--- src/rtl/lifo_stack_param.sv ---
// Parametrised LIFO stack with peek, occupancy count, replace-top push+pop and sticky error flags.
// Pop data is registered with 1-cycle latency. There is no backpressure: a push while full is dropped, and a pop while empty is ignored; both set a flag.
module lifo_stack_param #(
    parameter  int DATA_W = 8,
    parameter  int DEPTH  = 8,
    localparam int CNT_W  = $clog2(DEPTH + 1)
) (
    input  logic              clk,
    input  logic              reset,
    input  logic              push,
    input  logic              pop,
    input  logic [DATA_W-1:0] data_in,
    input  logic              err_clr,
    output logic [DATA_W-1:0] data_out,
    output logic              out_valid,
    output logic [DATA_W-1:0] top_data,
    output logic [CNT_W-1:0]  count,
    output logic              empty,
    output logic              full,
    output logic              overflow,
    output logic              underflow
);

    localparam int               ADDR_W    = $clog2(DEPTH);
    localparam logic [CNT_W-1:0] CNT_ONE   = CNT_W'(1);
    localparam logic [CNT_W-1:0] CNT_DEPTH = CNT_W'(DEPTH);

    logic [DATA_W-1:0] mem_q [DEPTH];
    logic [CNT_W-1:0]  count_q, count_d;
    logic [DATA_W-1:0] data_out_q, data_out_d;
    logic              out_valid_q, out_valid_d;
    logic              overflow_q, overflow_d;
    logic              underflow_q, underflow_d;

    logic              wr_en_d;
    logic [ADDR_W-1:0] wr_addr_d;
    logic [ADDR_W-1:0] top_addr;
    logic              empty_w, full_w;
    logic              ovf_set, unf_set;

    // Status and peek decode from registered state only.
    assign empty_w  = (count_q == '0);
    assign full_w   = (count_q == CNT_DEPTH);
    assign top_addr = ADDR_W'(count_q - CNT_ONE);

    always_comb begin
        count_d     = count_q;
        data_out_d  = data_out_q;
        out_valid_d = 1'b0;
        wr_en_d     = 1'b0;
        wr_addr_d   = ADDR_W'(count_q);
        ovf_set     = 1'b0;
        unf_set     = 1'b0;

        case ({push, pop})
            2'b10: begin
                if (!full_w) begin
                    wr_en_d = 1'b1;
                    count_d = count_q + CNT_ONE;
                end else begin
                    ovf_set = 1'b1;
                end
            end
            2'b01: begin
                if (!empty_w) begin
                    data_out_d  = mem_q[top_addr];
                    out_valid_d = 1'b1;
                    count_d     = count_q - CNT_ONE;
                end else begin
                    unf_set = 1'b1;
                end
            end
            2'b11: begin
                out_valid_d = 1'b1;
                if (!empty_w) begin
                    // Replace-top: the old top leaves and the new word takes its slot.
                    data_out_d = mem_q[top_addr];
                    wr_en_d    = 1'b1;
                    wr_addr_d  = top_addr;
                end else begin
                    data_out_d = data_in;
                end
            end
            default: ;
        endcase

        overflow_d  = (overflow_q  & ~err_clr) | ovf_set;
        underflow_d = (underflow_q & ~err_clr) | unf_set;
    end

    always_ff @(posedge clk) begin
        if (reset) begin
            count_q     <= '0;
            data_out_q  <= '0;
            out_valid_q <= 1'b0;
            overflow_q  <= 1'b0;
            underflow_q <= 1'b0;
        end else begin
            count_q     <= count_d;
            data_out_q  <= data_out_d;
            out_valid_q <= out_valid_d;
            overflow_q  <= overflow_d;
            underflow_q <= underflow_d;
            if (wr_en_d) begin
                mem_q[wr_addr_d] <= data_in;
            end
        end
    end

    assign data_out  = data_out_q;
    assign out_valid = out_valid_q;
    assign top_data  = empty_w ? '0 : mem_q[top_addr];
    assign count     = count_q;
    assign empty     = empty_w;
    assign full      = full_w;
    assign overflow  = overflow_q;
    assign underflow = underflow_q;

endmodule

--- config.mk ---
export PLATFORM = sky130hd
export DESIGN_NAME = lifo_stack_param
export DESIGN_NICKNAME = d
export VERILOG_FILES = /design/src/rtl/lifo_stack_param.sv
export SDC_FILE = /design/constraint.sdc
export NUM_CORES = 1
export LEC_CHECK = 0
export ABC_AREA = 1
export CORE_MARGIN = 2
export CORE_UTILIZATION = 45
export CTS_BUF_LIST = sky130_fd_sc_hd__clkbuf_8 sky130_fd_sc_hd__clkbuf_16
export DETAILED_ROUTE_END_ITERATION = 6
export MAX_ROUTING_LAYER = met4
export PLACE_DENSITY = 0.68
export SLEW_MARGIN = 20
export SYNTH_ARGS = -nofsm -noshare
export SYNTH_HDL_FRONTEND = slang
export SYNTH_SLANG_ARGS = --single-unit
export TNS_END_PERCENT = 30
--- constraint.sdc ---
create_clock -name clk -period 2.4 [get_ports clk]
set_input_delay 0.6 -clock clk [delete_from_list [all_inputs] [get_ports clk]]
set_output_delay 0.6 -clock clk [all_outputs]
set_load 0.005 [all_outputs]
==> run metrics <==
Setup TNS Final 0 ps; highest-count cells in the layout ignoring fill and taps nand2_1 (101), edfxtp_1 (64), inv_1 (55), nand3_1 (41), buf_4 (32); fraction of layout cells with a size suffix above 1 25.1%; GRT Overall Usage 21.2%; wire length per cell 14.9 µm; crit path kind reg2out; # DRC 0; worst skew pair latency 350 ps; period utilization 99.9%; synth-to-layout area growth 29.5%; ANT nets after route 0; combinational share of power 28.9%; fmax 0.417 GHz; Antenna diodes 0; PortBufs 37; htree depth 3; Layout Skew 11.8 ps; Starting Density 46.9%; crit-path max cell delay 360 ps; CP Data Required Time 1800 ps; final hold vios 0; drt pass-1 iters 4; CTS clk-pin slew, worst paths 80 ps; sw frac 29.3%; die height 94.2 µm; commonest non-fill, non-tap cell in the layout nand2_1; vias in the first global route 2,827; gate count of the mapped netlist 385; Final setup viols 0; initial antenna violation count 0; Post-layout nets 477; dpl ws -80.4 ps; Slew @ Worst Pin 394 ps; HPWL after detailed placement 5800 µm; Die W 94.2 µm; RSZ-0062 raised after global routing true; startpoint types flip-flop; clock sinks 79; Placer Congestion 0.846; Synthesized Nets 401; sequential-to-total area share from yosys stat 60.7%; CP bufs+invs 3; Synth Area per Inst 9.52 µm²; most frequent CP cell nand3_1; CTS tree yes; Finished Layout Cells 568; placed cell area 4340 µm²; Placed Cells 543; Hold/Removal Path Class reg2reg; Max Fanout on Critical Path 6; cell area after layout 4750 µm²; Internal Power 0.00259 W; pwr dens 774 nW/µm²; clock root buffer clkbuf_8; Tmin final 2400 ps; clock group share of total power 28.6%; Ports 38; core footprint 7810 µm²; first-pass GRT wire length 13,600 µm; Seq pwr share 42.5%; max-slew violation count 0; final wirelength 8450 µm; via count 2,787; Switch Pwr 0.00108 W; register bit total from synthesis 79; Hold-fix buffers, CTS 0; Max-slew headroom 73.7%; Fill cells 662; Critical-path top delay cell dfxtp_4; family with the most delay on the worst path simple AND/OR/NAND/NOR gates; Critical Path End Type output port; status complete, no violations; final hold slack 466 ps; max_cap viols 0; CP Cell Sequence inv_4 -> ha_4 -> buf_6 -> nand3_1 -> nand3_1 -> nand2_1 -> nor2_2 -> buf_2; Distinct cells, synth 26; CTS max path bufs 2; mapped cell area 3660 µm²; total CTS buffers 9; total die area 8880 µm²; Arr. time, crit path 1800 ps; site row count 32; Peak VDD IR 455 µV; leakage 2.07 nW; vias per cell 4.91; largest net degree at the start of global routing 38; setup ws final 3.29 ps; DR iter-0 viols 186; GRT overflow 0; Yosys warning count 0
cell usage after synthesis:
master    number  area, µm²
inv_2          6       22.5
buf_2         10       50.1
o21ai_1        3       15.0
edfxtp_1      64       1920
o21ai_0        9       45.0
nand2_1      103        387
inv_1         54        203
nand2_4        1       11.3
a21oi_1       15       75.1
nand2_2        6       37.5
inv_4          1       6.26
ha_1           3       37.5
dfxtp_1       15        300
nor2_4         2       22.5
xor2_2         2       32.5
xnor2_2        1       16.3
a21oi_2        8       70.1
o21ai_2        1       8.76
xor2_1         2       17.5
nand3_1       55        275
nor2_1        19       71.3
nor2_2         1       6.26
o22ai_2        1       12.5
clkinv_1       1       3.75
buf_6          1       11.3
clkbuf_1       1       3.75
layout make-up:
cell class | instances | area, µm² | area share (%)
Clock buffer | 9 | 124 | 2.61
Clock inverter | 7 | 88.8 | 1.87
Inverter | 62 | 238 | 5.01
Multi-Input combinational cell | 232 | 1260 | 26.5
Sequential cell | 79 | 2230 | 47.0
Tap cell | 102 | 128 | 2.69
Timing Repair Buffer | 77 | 679 | 14.3
worst reg2reg max path: stages, from the launching register on:
cell     delay, ps
dfxtp_4        360
inv_4           50
ha_4           180
buf_4          140
nand2_2        120
nand2_4        100
a21oi_1        240
nand2_1        160
nor2_1         140
buf_4          200
sequential cells by signal, summed over array words and instances (netlist names):
register / flops
count: 4
underflow: 1
data_out: 8
out_valid: 1
overflow: 1
mem_q: 64
power groups by stage:
| stage | registers, W | logic, W | clock network [W] |
|---|---|---|---|
| 3_5_place_dp | 0.00159 | 0.000936 | 0 |
| 4_1_cts | 0.00156 | 0.00101 | 0.00107 |
| 6_report | 0.00156 | 0.00106 | 0.00105 |
| 2_1_floorplan | 0.00159 | 0.000498 | 0 |
| 3_3_place_gp | 0.00159 | 0.000925 | 0 |
| 5_1_grt | 0.00157 | 0.00116 | 0.00111 |
timing repair:
action                                  CTS  global route
endpoints found under the setup margin    9            10
resized for setup                        38            31
pin swaps                                 4            10
buffers inserted                          6             3
per-stage QoR:
step | util (%) | power [W]
after CTS | 60.2 | 0.00364
after global placement | 55.6 | 0.00251
after global routing | 60.8 | 0.00385
after detailed placement | 55.6 | 0.00252
final | 60.8 | 0.00367
after floorplan | - | 0.00208
cell families after synthesis:
logic type | share of synthesized area (%)
AOI/OAI and AO/OA | 6.18
adders and majority gates | 1.02
xor gates and xnor gates | 1.81
and+or+nand+nor | 22.1
buffers and inverters | 8.20
DFF | 60.7
path summary, 6_finish.rpt:
| path | start | to | slack [ps] | cells after the start |
|---|---|---|---|---|
| max | count[0] | top_data[4] | 3 | 8 |
| min | overflow | overflow | 470 | 2 |
| max reg2reg | count[0] | mem_q[5][5] | 380 | 9 |
| min reg2reg | overflow | overflow | 470 | 2 |
per-layer routing:
layer	global-route usage [%]	vias to the layer above	routed length (µm)
met4	10.4	0	221
li1	-	1397	-
met5	-	-	0
met2	34.7	79	4180
met3	3.77	20	511
met1	25.5	1291	3540
(Power assumes the default switching activity.)
==> edit, RTL diff (config.mk and constraints unchanged) <==
Set the parameter `DATA_W` to 10 (it was 8).
--- a/src/rtl/lifo_stack_param.sv
+++ b/src/rtl/lifo_stack_param.sv
@@ -3,3 +3,3 @@
 module lifo_stack_param #(
-    parameter  int DATA_W = 8,
+    parameter  int DATA_W = 10,
     parameter  int DEPTH  = 8,
Interface: changed (resized data_in, data_out and top_data); port bits go from 38 to 44. No check against the original RTL was run, so the function may have changed too.
==> edit against the unedited design <==
- the flow now finishes with violations (negative setup slack)
- utilization is 5.0 points higher
- non-clock buffer count is 45 higher
- sequential cell count is 18 higher
- worst setup slack worse by 0.11 ns
- global-route usage is 4.6 points higher
- area after synthesis is 19% higher
- wire length is 51% higher
- design area is 29% higher
- power is 30% higher
==> edit: results (changes against the unedited design) <==
Worst hold path
  – Hold_sp: underflow
  – HP Class: flop to flop
  – Hold path endpoint: underflow

Placement
  – HPWL after DPL: 7000 um (+21%)
  – Dpl ws: -0.106 ns (-0.0255 ns)
  – Placer Congestion: 0.881 (+4.1%)
  – Dpl cell area: 5140 um2 (+18%)
  – PortBufs: 43 (+16%)
  – Dpl cells: 650 (+20%)

Outcome
  – Status: complete, but fails checks
  – Violated checks: negative setup slack

Detailed routing
  – DRT iter0 DRCs: 262 (+41%)
  – Routed wire length: 12800 um (+51%)
  – Vias/cell: 5.21 (+6.3%)
  – Wire per inst: 18.0 um (+21%)
  – First-pass DRT Iterations: 7 (+3)

Yosys
  – Syn_nets: 482 (+20%)
  – Synth cell count leaders: 130 x nand2_1, 80 x edfxtp_1, 71 x inv_1, 67 x nand3_1, 27 x a21oi_1
  – Sequential area share after synthesis: 0.630 (+0.0239)
  – Yosys cell types: 21 (-19%)
  – Post-synth EDFFs: 80 (+25%)
  – Ranking of synthesized cells by area: edfxtp_1 55%, nand2_1 11%, dfxtp_1 7.8%
  – Synthesized flop and latch total: 97 (+23%)

Final layout
  – Final #Nets: 596 (+25%)
  – Largest register FFs: 80 (+25%)
  – P&R area growth vs syn: 41.1%
  – Antenna cells: 0 (unchanged)
  – Layout cells sized above 1: 0.271 (+0.0199)
  – Fillers: 698 (+5.4%)

STA
  – Endpoints failing setup: 11 (+11)
  – WHS: 0.471 ns (+0.00442 ns)
  – Worst slew margin: 0.649 (-0.0882)
  – Total negative setup slack: -0.489 ns (-0.489 ns)
  – Final worst slack: -0.103 ns (-0.107 ns)
  – Clk_skew: 0.0125 ns (+0.000746 ns)

Clock tree
  – H-tree level count: 3 (unchanged)
  – Clk pin slew, worst setup/hold paths: 0.10 ns (+0.02 ns)

Setup path
  – Critical R2R Capture: data_out[8]
  – Launching point of the worst reg2reg path: count[1]
  – Critical Path Max Stage Delay: 0.38 ns (+0.02 ns)
  – Max FO, Critical Path: 5 (-1)
  – Crit path arrival time: 1.90 ns (+0.10 ns)
  – FF-to-FF path depth: 17 (+8)

Power
  – Pleak: 2.71 nW (+31%)
  – Peak supply drop: 0.467 mV (+2.7%)

Global route
  – All-Layer GR Usage: 0.258 (+0.0457)
  – Pin count of the biggest net entering global routing: 46 (+21%)
  – Number of global-route vias before repair: 3627 (+28%)
  – First-pass GRT wire length: 19100 um (+40%)
-- edit: cell types whose count changed in the layout (fill, tap and decap cells not counted), moves of 5 or more --
cell and change:
nand2_1 +27, buf_4 +22, edfxtp_1 +16, inv_1 +16, nand3_2 +11, a21oi_1 +9
nand3_4 +9, buf_6 +8, nand3_1 -8, buf_12 +6, nor2_1 +6, a21oi_2 -5
nand2_2 -5, o21ai_0 +5
-- edit: where the power goes --
part / internal (mW) / total, mW / switching, mW
clock network: 0.591 / 1.16 / 0.570
registers: 1.89 / 1.92 / 0.0345
logic: 0.847 / 1.71 / 0.858
total: 3.32 / 4.79 / 1.46
-- edit: kinds of logic (layout without fill, tap and decap cells) --
| group | Yosys count | after routing | synth area share |
|---|---|---|---|
| flip-flops | 97 | 97 | 0.630 |
| AND/OR/NAND/NOR | 223 | 223 | 0.215 |
| adder cells (fa/ha/maj) | 3 | 3 | 0.00863 |
| buffers and inverters | 93 | 212 | 0.0848 |
| XOR/XNOR | 5 | 5 | 0.0118 |
| AO/OA/AOI/OAI | 43 | 43 | 0.0498 |
-- edit: worst min-delay path, cell delays in order (launching register included) --
cell,delay (ns)
dfxtp_1,0.32
nand2_1,0.06
a21oi_1,0.05
-- edit: per-layer routing --
layer,global-route usage,share of wire,vias to the layer above
met1,0.314,0.39,1740
met5,-,0,-
li1,-,-,1735
met3,0.0486,0.076,52
met4,0.120,0.047,0
met2,0.417,0.49,185
-- edit: layout make-up --
cell class,instances,share of cell area
Sequential cell,97,0.448
Multi-Input combinational cell,274,0.252
Timing Repair Buffer,122,0.191
Inverter,74,0.0473
Tap cell,129,0.0263
Clock buffer,9,0.0202
Clock inverter,7,0.0155
-- edit: repair_timing --
| action | 4_1_cts | 5_1_grt |
|---|---|---|
| pin swaps | 16 | 8 |
| setup buffers | 43 | 2 |
| cloned | 2 | 0 |
| resized for setup | 101 | 34 |
| setup endpoints to repair | 11 | 15 |
-- edit: worst max path at each step --
stage                        start           to  slack, ns  cells past startpoint
after detailed placement  count[1]  top_data[6]      -0.11                      7
after global routing      count[1]  top_data[9]      -0.20                      9
after floorplan           count[0]  mem_q[1][0]       0.03                      9
after global placement    count[0]  top_data[4]      -0.06                      9
final                     count[1]  top_data[9]      -0.10                      9
after CTS                 count[1]  top_data[6]      -0.06                     10
